--- src/rtl/key_fetch_arbiter.sv ---
// Round-robin arbiter that checks a per-requester slot policy, then reads a
// multi-beat key from the key store and returns it to the granted requester.
//
// state | meaning
// IDLE  | waiting for a request; grants one requester per visit
// FETCH | issuing one key-store read per cycle, beat_q = beat being requested
// DRAIN | capturing the last beat returned by the key store
// RESP  | one-cycle response pulse (key or access-denied error)
module key_fetch_arbiter #(
  parameter int NUM_REQ   = 2,
  parameter int NUM_SLOTS = 4,
  parameter int KEY_WORDS = 3
) (
  input  logic                          clk_i,
  input  logic                          rst_i,
  input  logic [NUM_REQ-1:0]            req_valid_i,
  input  logic [NUM_REQ*2-1:0]          req_slot_i,
  input  logic [NUM_REQ*NUM_SLOTS-1:0]  slot_allow_i,
  output logic [NUM_REQ-1:0]            req_ready_o,
  output logic [NUM_REQ-1:0]            rsp_valid_o,
  output logic                          rsp_err_o,
  output logic [KEY_WORDS*64-1:0]       rsp_key_o,
  output logic                          mem_req_o,
  output logic                          mem_we_o,
  output logic [63:0]                   mem_addr_o,
  input  logic [63:0]                   mem_rdata_i
);

  localparam int ID_W   = (NUM_REQ > 1) ? $clog2(NUM_REQ) : 1;
  localparam int BEAT_W = (KEY_WORDS > 1) ? $clog2(KEY_WORDS) : 1;

  typedef enum logic [1:0] {IDLE, FETCH, DRAIN, RESP} state_t;

  state_t                  state_q, state_d;
  logic [ID_W-1:0]         last_q;
  logic [ID_W-1:0]         id_q;
  logic [1:0]              slot_q;
  logic                    err_q;
  logic [BEAT_W-1:0]       beat_q;
  logic [KEY_WORDS*64-1:0] key_q;
  logic                    hold_q;

  logic                    gnt_found;
  logic [ID_W-1:0]         gnt_id;
  logic [1:0]              gnt_slot;
  logic                    gnt_in_range;
  logic                    gnt_ok;
  logic                    grant_en;

  // Round-robin: first look above the last grant, then wrap to the bottom.
  always_comb begin
    gnt_found = 1'b0;
    gnt_id    = '0;
    for (int j = 0; j < NUM_REQ; j++) begin
      if (!gnt_found && (j > int'(last_q)) && req_valid_i[j]) begin
        gnt_found = 1'b1;
        gnt_id    = ID_W'(j);
      end
    end
    for (int j = 0; j < NUM_REQ; j++) begin
      if (!gnt_found && (j <= int'(last_q)) && req_valid_i[j]) begin
        gnt_found = 1'b1;
        gnt_id    = ID_W'(j);
      end
    end
  end

  always_comb begin
    gnt_slot     = req_slot_i[int'(gnt_id)*2 +: 2];
    gnt_in_range = int'(gnt_slot) < NUM_SLOTS;
    gnt_ok       = gnt_in_range &&
                   slot_allow_i[int'(gnt_id)*NUM_SLOTS + (gnt_in_range ? int'(gnt_slot) : 0)];
    // No grant in the cycle right after reset so every output stays quiet.
    grant_en     = (state_q == IDLE) && !rst_i && !hold_q && gnt_found;
  end

  always_comb begin
    state_d = state_q;
    case (state_q)
      IDLE:    if (grant_en) state_d = gnt_ok ? FETCH : RESP;
      FETCH:   if (beat_q == BEAT_W'(KEY_WORDS-1)) state_d = DRAIN;
      DRAIN:   state_d = RESP;
      RESP:    state_d = IDLE;
      default: state_d = IDLE;
    endcase
  end

  always_ff @(posedge clk_i) begin
    if (rst_i) begin
      state_q <= IDLE;
      last_q  <= ID_W'(NUM_REQ-1);
      id_q    <= '0;
      slot_q  <= '0;
      err_q   <= 1'b0;
      beat_q  <= '0;
      key_q   <= '0;
      hold_q  <= 1'b1;
    end else begin
      state_q <= state_d;
      hold_q  <= 1'b0;
      if (grant_en) begin
        last_q <= gnt_id;
        id_q   <= gnt_id;
        slot_q <= gnt_slot;
        err_q  <= !gnt_ok;
        beat_q <= '0;
      end
      case (state_q)
        FETCH: begin
          beat_q <= beat_q + 1'b1;
          // Read data lags its request by one cycle: capture the previous beat.
          if (beat_q != '0)
            key_q[(int'(beat_q)-1)*64 +: 64] <= mem_rdata_i;
        end
        DRAIN:   key_q[(KEY_WORDS-1)*64 +: 64] <= mem_rdata_i;
        RESP:    key_q <= '0;
        default: ;
      endcase
    end
  end

  always_comb begin
    req_ready_o = '0;
    rsp_valid_o = '0;
    rsp_err_o   = 1'b0;
    rsp_key_o   = '0;
    mem_req_o   = 1'b0;
    mem_addr_o  = '0;
    if (!rst_i) begin
      if (grant_en)
        req_ready_o[gnt_id] = 1'b1;
      case (state_q)
        FETCH: begin
          mem_req_o  = 1'b1;
          mem_addr_o = (64'(slot_q) * 64'(KEY_WORDS) + 64'(beat_q)) << 3;
        end
        RESP: begin
          rsp_valid_o[id_q] = 1'b1;
          rsp_err_o         = err_q;
          rsp_key_o         = err_q ? '0 : key_q;
        end
        default: ;
      endcase
    end
  end

  assign mem_we_o = 1'b0;

endmodule

--- config.mk ---
export PLATFORM = sky130hd
export DESIGN_NAME = key_fetch_arbiter
export DESIGN_NICKNAME = d
export VERILOG_FILES = /design/src/rtl/key_fetch_arbiter.sv
export SDC_FILE = /design/constraint.sdc
export NUM_CORES = 1
export LEC_CHECK = 0
export CORE_MARGIN = 2
export CORE_UTILIZATION = 49
export DETAILED_ROUTE_END_ITERATION = 16
export HOLD_SLACK_MARGIN = 0.06
export PLACE_DENSITY = 0.87
export SLEW_MARGIN = 25
export SYNTH_ARGS = -nofsm -noshare
export SYNTH_HDL_FRONTEND = slang
export SYNTH_SLANG_ARGS = --single-unit
--- constraint.sdc ---
create_clock -name clk_i -period 4.6 [get_ports clk_i]
set_clock_uncertainty 0.1 [all_clocks]
set_input_delay 0.46 -clock clk_i [delete_from_list [all_inputs] [get_ports clk_i]]
set_output_delay 0.46 -clock clk_i [all_outputs]
set_load 0.01 [all_outputs]
# Word-level counts from Yosys, hierarchy flattened
# Cells that the tools add are included.
[word_totals] register_bits=202 in_bits=80
[op_classes] add_sub_neg=5 mul=1 magnitude_cmp=7 n_eq_ne=7 shifts=3 muxes=36 n_reduce_logical=22
[op_table] operator="192-bit 2-to-1 mux" n=4
[op_table] operator="128-bit case mux with 2 select lines" n=1
[op_table] operator="192-bit bitwise mux" n=1
[op_table] operator="64-bit case mux with 3 select lines" n=1
[op_table] operator="64-bit by 33-bit variable shift with 192-bit output (first input constant)" n=1
[op_table] operator="64-bit by 33-bit variable part select with 192-bit output" n=1
[op_table] operator="9-bit negation with 33-bit output" n=1
[op_table] operator="2-bit 2-to-1 mux" n=9
[op_table] operator="8-bit 2-to-1 mux" n=2
[op_table] operator="1-bit 2-to-1 mux" n=14
[op_table] operator="1-bit logical AND" n=9
[op_table] operator="2-bit case mux with 4 select lines" n=1
[op_table] operator="2-bit equality test (second input constant)" n=3
[op_table] operator="2-bit != test (second input constant)" n=3
[op_table] operator="2-bit AND reduction" n=3
[op_table] operator="2-bit nonzero test" n=3
[op_table] operator="4-bit by 2-bit adder with 5-bit output" n=1
[op_table] operator="1-bit logical NOT" n=5
[op_table] operator="3-bit by 2-bit adder with 4-bit output" n=1
[op_table] operator="1-bit by 2-bit < comparator with 1-bit output (second input constant)" n=2
[op_table] operator="4-bit < comparator (second input constant)" n=1
[op_table] operator="2-bit by 2-bit multiplier with 4-bit output (second input constant)" n=1
[op_table] operator="4-bit by 3-bit variable part select with 2-bit output" n=1
[op_table] operator="1-bit binary-select mux with 3-bit select" n=1
[op_table] operator="other kinds (9)" n=11

# Longest topological paths before layout
# Gate-level depths: netlist of run 1.
[logic_depth] ltp_word=18 ltp_mapped=9 mapped_depth_nobuf=6

# Worst setup path before layout of run 1
# No wires, ideal clock.
[synth_path] path_type="reg2out" from="register beat_q[1]" to="output port mem_addr_o[5]" t_arrival_ns=1.641 path_slack_ns=2.399 path_stages_with_launch=6 path_cell_list="dfxtp_1 -> fa_1 -> ha_1 -> inv_1 -> fa_1 -> nor2_1"
[synth_between] elab_chain_cells=3
[synth_lines] element="start: declaration" line_no="39" source="logic [BEAT_W-1:0] beat_q;"
[synth_lines] element="start signal: assignment" line_no="110" source="beat_q <= beat_q + 1'b1;"
[synth_lines] element="4-bit by 2-bit adder with 5-bit output" line_no="135" source="mem_addr_o = (64'(slot_q) * 64'(KEY_WORDS) + 64'(beat_q)) << 3;"
[synth_lines] element="8-bit 2-to-1 mux" line_no="132" source="case (state_q)"
[synth_lines] element="8-bit 2-to-1 mux" line_no="129" source="if (!rst_i) begin"
[synth_lines] element="end: declaration" line_no="25" source="output logic [63:0] mem_addr_o,"
# Every way passes these cells.

# Final worst setup path of run 1
[layout_path] from="register state_q[0]" to="output port rsp_key_o[141]"
[layout_between] elab_chain_cells=3
[layout_lines] element="start: declaration" line_no="34" source="state_t state_q, state_d;"
[layout_lines] element="start signal: assignment" line_no="99" source="state_q <= state_d;"
[layout_lines] element="2-bit equality test" line_no="132"
[layout_lines] element="192-bit 2-to-1 mux" line_no="132"
[layout_lines] element="192-bit 2-to-1 mux" line_no="129"
[layout_lines] element="end: declaration" line_no="22" source="output logic [KEY_WORDS*64-1:0] rsp_key_o,"
# Every way passes these cells.

==> impl_metrics.tcl, run 1 <==
set metrics [dict create \
    max_cap_viol_count 0 \
    yosysWarnings 0 \
    cts_sinks 202 \
    arrival_ns 2.97 \
    ios 343 \
    routed_wl_um 27490 \
    synth_async_sr_flop_share_pct 0 \
    worst_slack_ns 1.068 \
    cts_made_buffers 21 \
    synth.area.top_cells "dfxtp_1 43%, and2_1 13%, a22oi_1 10%" \
    worst_slew_pin_slew_ns 0.9975 \
    post_cts_resized 0 \
    path_buf_inv 2 \
    min_path_cells 2 \
    hold_start "rst_i" \
    setup_viol 0 \
    grt_pass1_wl_um 42370 \
    drive_above_1_share_pct 4.549 \
    yosys.area.top_type_share_pct 42.82 \
    die_y_um 142.8 \
    port_buffers 281 \
    slew_violations 0 \
    cts_tree "done" \
    syn_area_mm2 0.009443 \
    crit_fanout 192 \
    h-tree-depth 1 \
    cts-root-buf "clkbuf_16" \
    cellPowerDensity_mw_per_mm2 375.1 \
    clkTransAtPathRegs_ns 0.06 \
    final_nets 1399 \
    slowest_stage "clkdlybuf4s50_1" \
    worst_setup_path_end_kind "output port" \
    rsz0062_at_grt "no" \
    path_class "flop to output port" \
    drt-wirelength-per-cell_um 17.41 \
    outcome "finished clean" \
    grt_max_degree 193 \
    start_kind "flop" \
    ys_ff_latch 202 \
    synthCells 1089 \
    antenna_cells 0 \
    die_area_mm2 0.02040 \
    synth_cell_types 45 \
    post_cts.repair.setup_buffers 0 \
    timing.rr.end "key_q[115]" \
    hold_violations 0 \
    r2r-start "beat_q[0]" \
    core_area_mm2 0.01883 \
    gp_congestion 0.8576 \
    antenna_found_initial 0 \
    instances_no_fill 1579 \
    cpLargestDelayFamily "buffers and inverters" \
    final_cell_mix "280 x clkdlybuf4s50_1, 203 x nor2_1, 202 x dfxtp_1" \
    grt_usage_pct 25.74 \
    slowest_delay_ns 0.58 \
    firstDrtPassIters 5 \
    drt_iter0_markers 670 \
    initial_core_util_pct 50.15 \
    fmax_mhz 283.1 \
    fin_crit_ns 3.532 \
    hold_class "input port to flop" \
    overflow 0 \
    p_leak_nw 4.741 \
    yosysSeqAreaShare_pct 42.82 \
    dieWidth_um 142.8 \
    dpl_worst_slack_ns 1.351 \
    ir_drop_mv 0.2610 \
    clock_latency_ns 0.49 \
    r2r_setup_slack_ns 1.33 \
    crit_chain "ha_1, nand2b_1, nor2_4, buf_12, and2_1, clkdlybuf4s50_1" \
    postCtsHoldBufs 0 \
    num_vias 8422 \
    layout_commonest_cell "clkdlybuf4s50_1" \
    postRouteAntennaNets 0 \
    place_hpwl_um 17990 \
    synth_ff_type "dfxtp_1" \
    whs_endpoint "key_q[64]" \
    drc_errors 0 \
    rr_worst_depth 7 \
    synth_top_area_cell "dfxtp_1" \
    cp_data_required_time_ns 4.04 \
    std_cell_rows 50 \
    area_growth_pct 34.54 \
    setup_tns_ns 0 \
    fin_total_pwr_w 0.004766 \
    cts_buffer_depth 3 \
    relSlewSlack_pct 33.50 \
    period_share_pct 76.78 \
    synth_edf_count 0 \
    grt_pass1_vias 7927 \
    dp.cells 1542 \
    syn_area_per_cell_um2 8.671 \
    via_per_inst 5.334 \
]
[report_power, final]
| group | total [W] | switching (W) | internal, W |
|---|---|---|---|
| combinational | 0.00114 | 0.000720 | 0.000416 |
| clock | 0.00177 | 0.000685 | 0.00109 |
| sequential | 0.00186 | 0.0000430 | 0.00181 |
[synth_stat cells, types with 4 or more instances]
library cell / count
a21oi_1: 4
a22oi_1: 128
a2bb2oi_1: 64
and2_1: 195
buf_2: 40
buf_4: 69
buf_6: 6
clkbuf_1: 35
clkbuf_2: 8
dfxtp_1: 202
ha_1: 12
inv_1: 11
nand2_1: 8
nand3_1: 64
nor2_1: 204
[flip-flops by register name, indices dropped and copies added, names as in the netlist]
register	count
id_q	1
state_q	2
last_q	1
beat_q	2
slot_q	2
hold_q	1
key_q	192
err_q	1
[routing by layer]
layer	routed length, um	track usage, %
met5	0	0
met2	13270	43.67
met4	905	8.546
met3	2259	5.667
met1	11060	32.50
[cell type report]
| class | count | area (um^2) |
|---|---|---|
| timing repair buffer | 291 | 2914 |
| clock buffer | 28 | 601.8 |
| multi-input combinational | 778 | 4651 |
| clock inverter | 9 | 127.6 |
| inverter | 11 | 41.29 |
| sequential | 202 | 4044 |
| tap | 260 | 325.3 |
| fill | 1529 | 6126 |
[worst max path at each step]
stage | from | end | cells after the start
4_1_cts | state_q[0] | rsp_key_o[78] | 6
3_5_place_dp | beat_q[0] | key_q[95] | 7
3_3_place_gp | beat_q[0] | key_q[111] | 7
2_1_floorplan | beat_q[1] | mem_addr_o[5] | 5
5_1_grt | state_q[0] | rsp_key_o[141] | 6
6_report | state_q[0] | rsp_key_o[141] | 6
[per-stage QoR]
stage	utilization, %	instance area (um^2)	hold slack [ns]
final	67.47	12700	0.3716
after global routing	67.47	12700	0.3941
after CTS	67.47	12700	0.3753
after detailed placement	63.59	11980	0.3679
after global placement	63.59	11980	0.3553
after floorplan	-	9668	0.3403
[cells by family after synthesis]
group	count (synthesis)	share of synthesized area, %
compound gates	209	17.44
xor+xnor	1	0.09277
fa+ha+maj	14	2.014
buf+inv	169	10.57
flops	202	42.82
mux	6	0.9673
other cells	1	0.03971
simple gates	487	26.05
[worst reg2reg max path: stages (launching register included)]
cell and delay, ns:
dfxtp_1 0.43, inv_1 0.18, ha_1 0.30, nand2_2 0.60, and4b_2 0.76, buf_4 0.52, a22oi_1 0.16, nor2_1 0.14
(Power assumes the default switching activity.)
==> run 2, diff against run 1 <==
--- a/config.mk
+++ b/config.mk
@@ -6,10 +6,10 @@
 export NUM_CORES = 1
 export LEC_CHECK = 0
 export CORE_MARGIN = 2
-export CORE_UTILIZATION = 49
+export CORE_UTILIZATION = 41
 export DETAILED_ROUTE_END_ITERATION = 16
 export HOLD_SLACK_MARGIN = 0.06
-export PLACE_DENSITY = 0.87
+export PLACE_DENSITY = 0.77
 export SLEW_MARGIN = 25
 export SYNTH_ARGS = -nofsm -noshare
 export SYNTH_HDL_FRONTEND = slang
==> constraint.sdc (replaced) <==
create_clock -name clk_i -period 2.9 [get_ports clk_i]
set_clock_uncertainty 0.1 [all_clocks]
set_input_delay 0.29 -clock clk_i [delete_from_list [all_inputs] [get_ports clk_i]]
set_output_delay 0.29 -clock clk_i [all_outputs]
set_load 0.01 [all_outputs]
==> run 2 against run 1 <==
- worst hold slack worse by 0.18 ns
- via count grew 0.80%
- routed wire length rose by 5.4%
- register-to-register slack lost 0.98 ns
- first-iteration DRC count shrank 19%
- critical endpoint is now rsp_key_o[187]
==> impl_metrics.tcl, run 2 (synthesized netlist as in run 1, its figures left out) <==
set metrics [dict create \
    path_class "flop to output port" \
    grt_usage_pct 22.90 \
    layout_commonest_cell "clkdlybuf4s50_1" \
    grt_pass1_vias 8104 \
    period_share_pct 95.77 \
    outcome "finished clean" \
    worst_setup_path_end_kind "output port" \
    final_nets 1417 \
    clkTransAtPathRegs_ns 0.06 \
    cts_tree "done" \
    setup.worst_path.start "state_q[1]" \
    h-tree-depth 1 \
    num_vias 8489 \
    core_area_mm2 0.02264 \
    rr_worst_depth 7 \
    gp_congestion 0.8293 \
    r2r-start "state_q[1]" \
    start_kind "flop" \
    path_buf_inv 3 \
    antenna_found_initial 0 \
    drt_iter0_markers 540 \
    via_per_inst 5.227 \
    die_y_um 155.8 \
    antenna_cells 0 \
    cts_made_buffers 23 \
    worstSetupEndpoint "rsp_key_o[187]" \
    dieWidth_um 155.8 \
    cpLargestDelayFamily "buffers and inverters" \
    firstDrtPassIters 5 \
    final_cell_mix "270 x clkdlybuf4s50_1, 203 x nor2_1, 199 x dfxtp_1" \
    setup_viol 0 \
    instances_no_fill 1624 \
    largest_reg_flops 192 \
    slowest_delay_ns 0.54 \
    whs_ns 0.1880 \
    slowest_stage "clkdlybuf4s50_1" \
    drt-wirelength-per-cell_um 17.84 \
    dp.cells 1578 \
    cp.depth 7 \
    die_area_mm2 0.02426 \
    worst_slew_pin_slew_ns 1.112 \
    crit_fanout 29 \
    place_hpwl_um 18650 \
    final_util_pct 57.43 \
    cts_buffer_depth 3 \
    clock_latency_ns 0.50 \
    port_buffers 281 \
    initial_core_util_pct 41.71 \
    routed_wl_um 28970 \
    relSlewSlack_pct 25.89 \
    slew_violations 0 \
    max_cap_viol_count 0 \
    ir_drop_mv 0.4454 \
    setup_tns_ns 0 \
    cp_data_required_time_ns 2.51 \
    ios 343 \
    cts_sinks 202 \
    fmax_mhz 360.1 \
    r2r_setup_slack_ns 0.35 \
    hold_start "rst_i" \
    drive_above_1_share_pct 6.124 \
    timing.rr.end "key_q[52]" \
    std_cell_rows 55 \
    postCtsHoldBufs 0 \
    crit_chain "ha_4, nand2b_4, nor2_4, buf_12, bufbuf_16, and2_1, clkdlybuf4s50_1" \
    worst_slack_ns 0.1227 \
    hold_violations 0 \
    postRouteAntennaNets 0 \
    arrival_ns 2.39 \
    area_growth_pct 37.70 \
    overflow 0 \
    top_register "key_q" \
    grt_pass1_wl_um 45100 \
    dpl_worst_slack_ns 0.2687 \
    drc_errors 0 \
    cts-root-buf "clkbuf_16" \
    min_path_cells 2 \
    grt_max_degree 206 \
    fin_crit_ns 2.777 \
    hold_class "input port to flop" \
    cellPowerDensity_mw_per_mm2 600.9 \
    p_leak_nw 4.947 \
]
run 2: cell count changes in the layout (fill, tap and decap cells not counted), sizes merged, moves of 3 or more:
| cell | previous run | this run |
|---|---|---|
| buf | 11 | 26 |
| clkdlybuf4s50 | 280 | 270 |
| clkbuf | 28 | 36 |
| dlygate4sd2 | 0 | 8 |
| clkinv | 5 | 2 |
run 2: cell type report:
| class | count | area, um^2 |
|---|---|---|
| inverter | 11 | 41.29 |
| timing repair buffer | 307 | 3124 |
| sequential | 202 | 4048 |
| tap | 285 | 356.6 |
| clock inverter | 5 | 57.56 |
| multi-input combinational | 778 | 4671 |
| fill | 1984 | 9638 |
| clock buffer | 36 | 704.4 |
run 2: worst min-delay path by stage:
stage | to
after floorplan | hold_q
after global placement | last_q
after detailed placement | id_q
after CTS | hold_q
after global routing | hold_q
final | hold_q
run 2: worst register-to-register path: cells and delay by family (launching register included):
family / cells / cell delay [ns]
simple gates: 2 / 0.35
buf+inv: 2 / 0.48
flops: 1 / 0.37
compound gates: 2 / 0.86
fa+ha+maj: 1 / 0.32
run 2: power breakdown:
part	total [W]	internal (W)	switching, W
Combinational	0.00196	0.000757	0.00120
Clock	0.00290	0.00175	0.00115
Sequential	0.00296	0.00288	0.0000744
Total	0.00781	0.00539	0.00242
run 2: what timing repair did:
| item | 4_1_cts | 5_1_grt |
|---|---|---|
| pin swaps | 1 | 1 |
| gates cloned | 2 | 0 |
| buffers inserted | 2 | 2 |
| resized for setup | 15 | 3 |
| setup endpoints to repair | 194 | 111 |
run 2: metal layers:
metal | share of wire (%) | vias to the layer above | GRT usage, %
met2 | 47 | 328 | 37.65
li1 | - | 4051 | -
met5 | 0 | - | 0
met1 | 44 | 4047 | 30.21
met3 | 6.4 | 63 | 4.278
met4 | 2.7 | 0 | 7.995
run 2: stage by stage:
stage,instance area [um^2],power [W]
CTS,13000,0.007858
finish,13000,0.007814
floorplan,9668,0.004393
global route,13000,0.008140
global placement,12130,0.004876
detailed placement,12130,0.004910
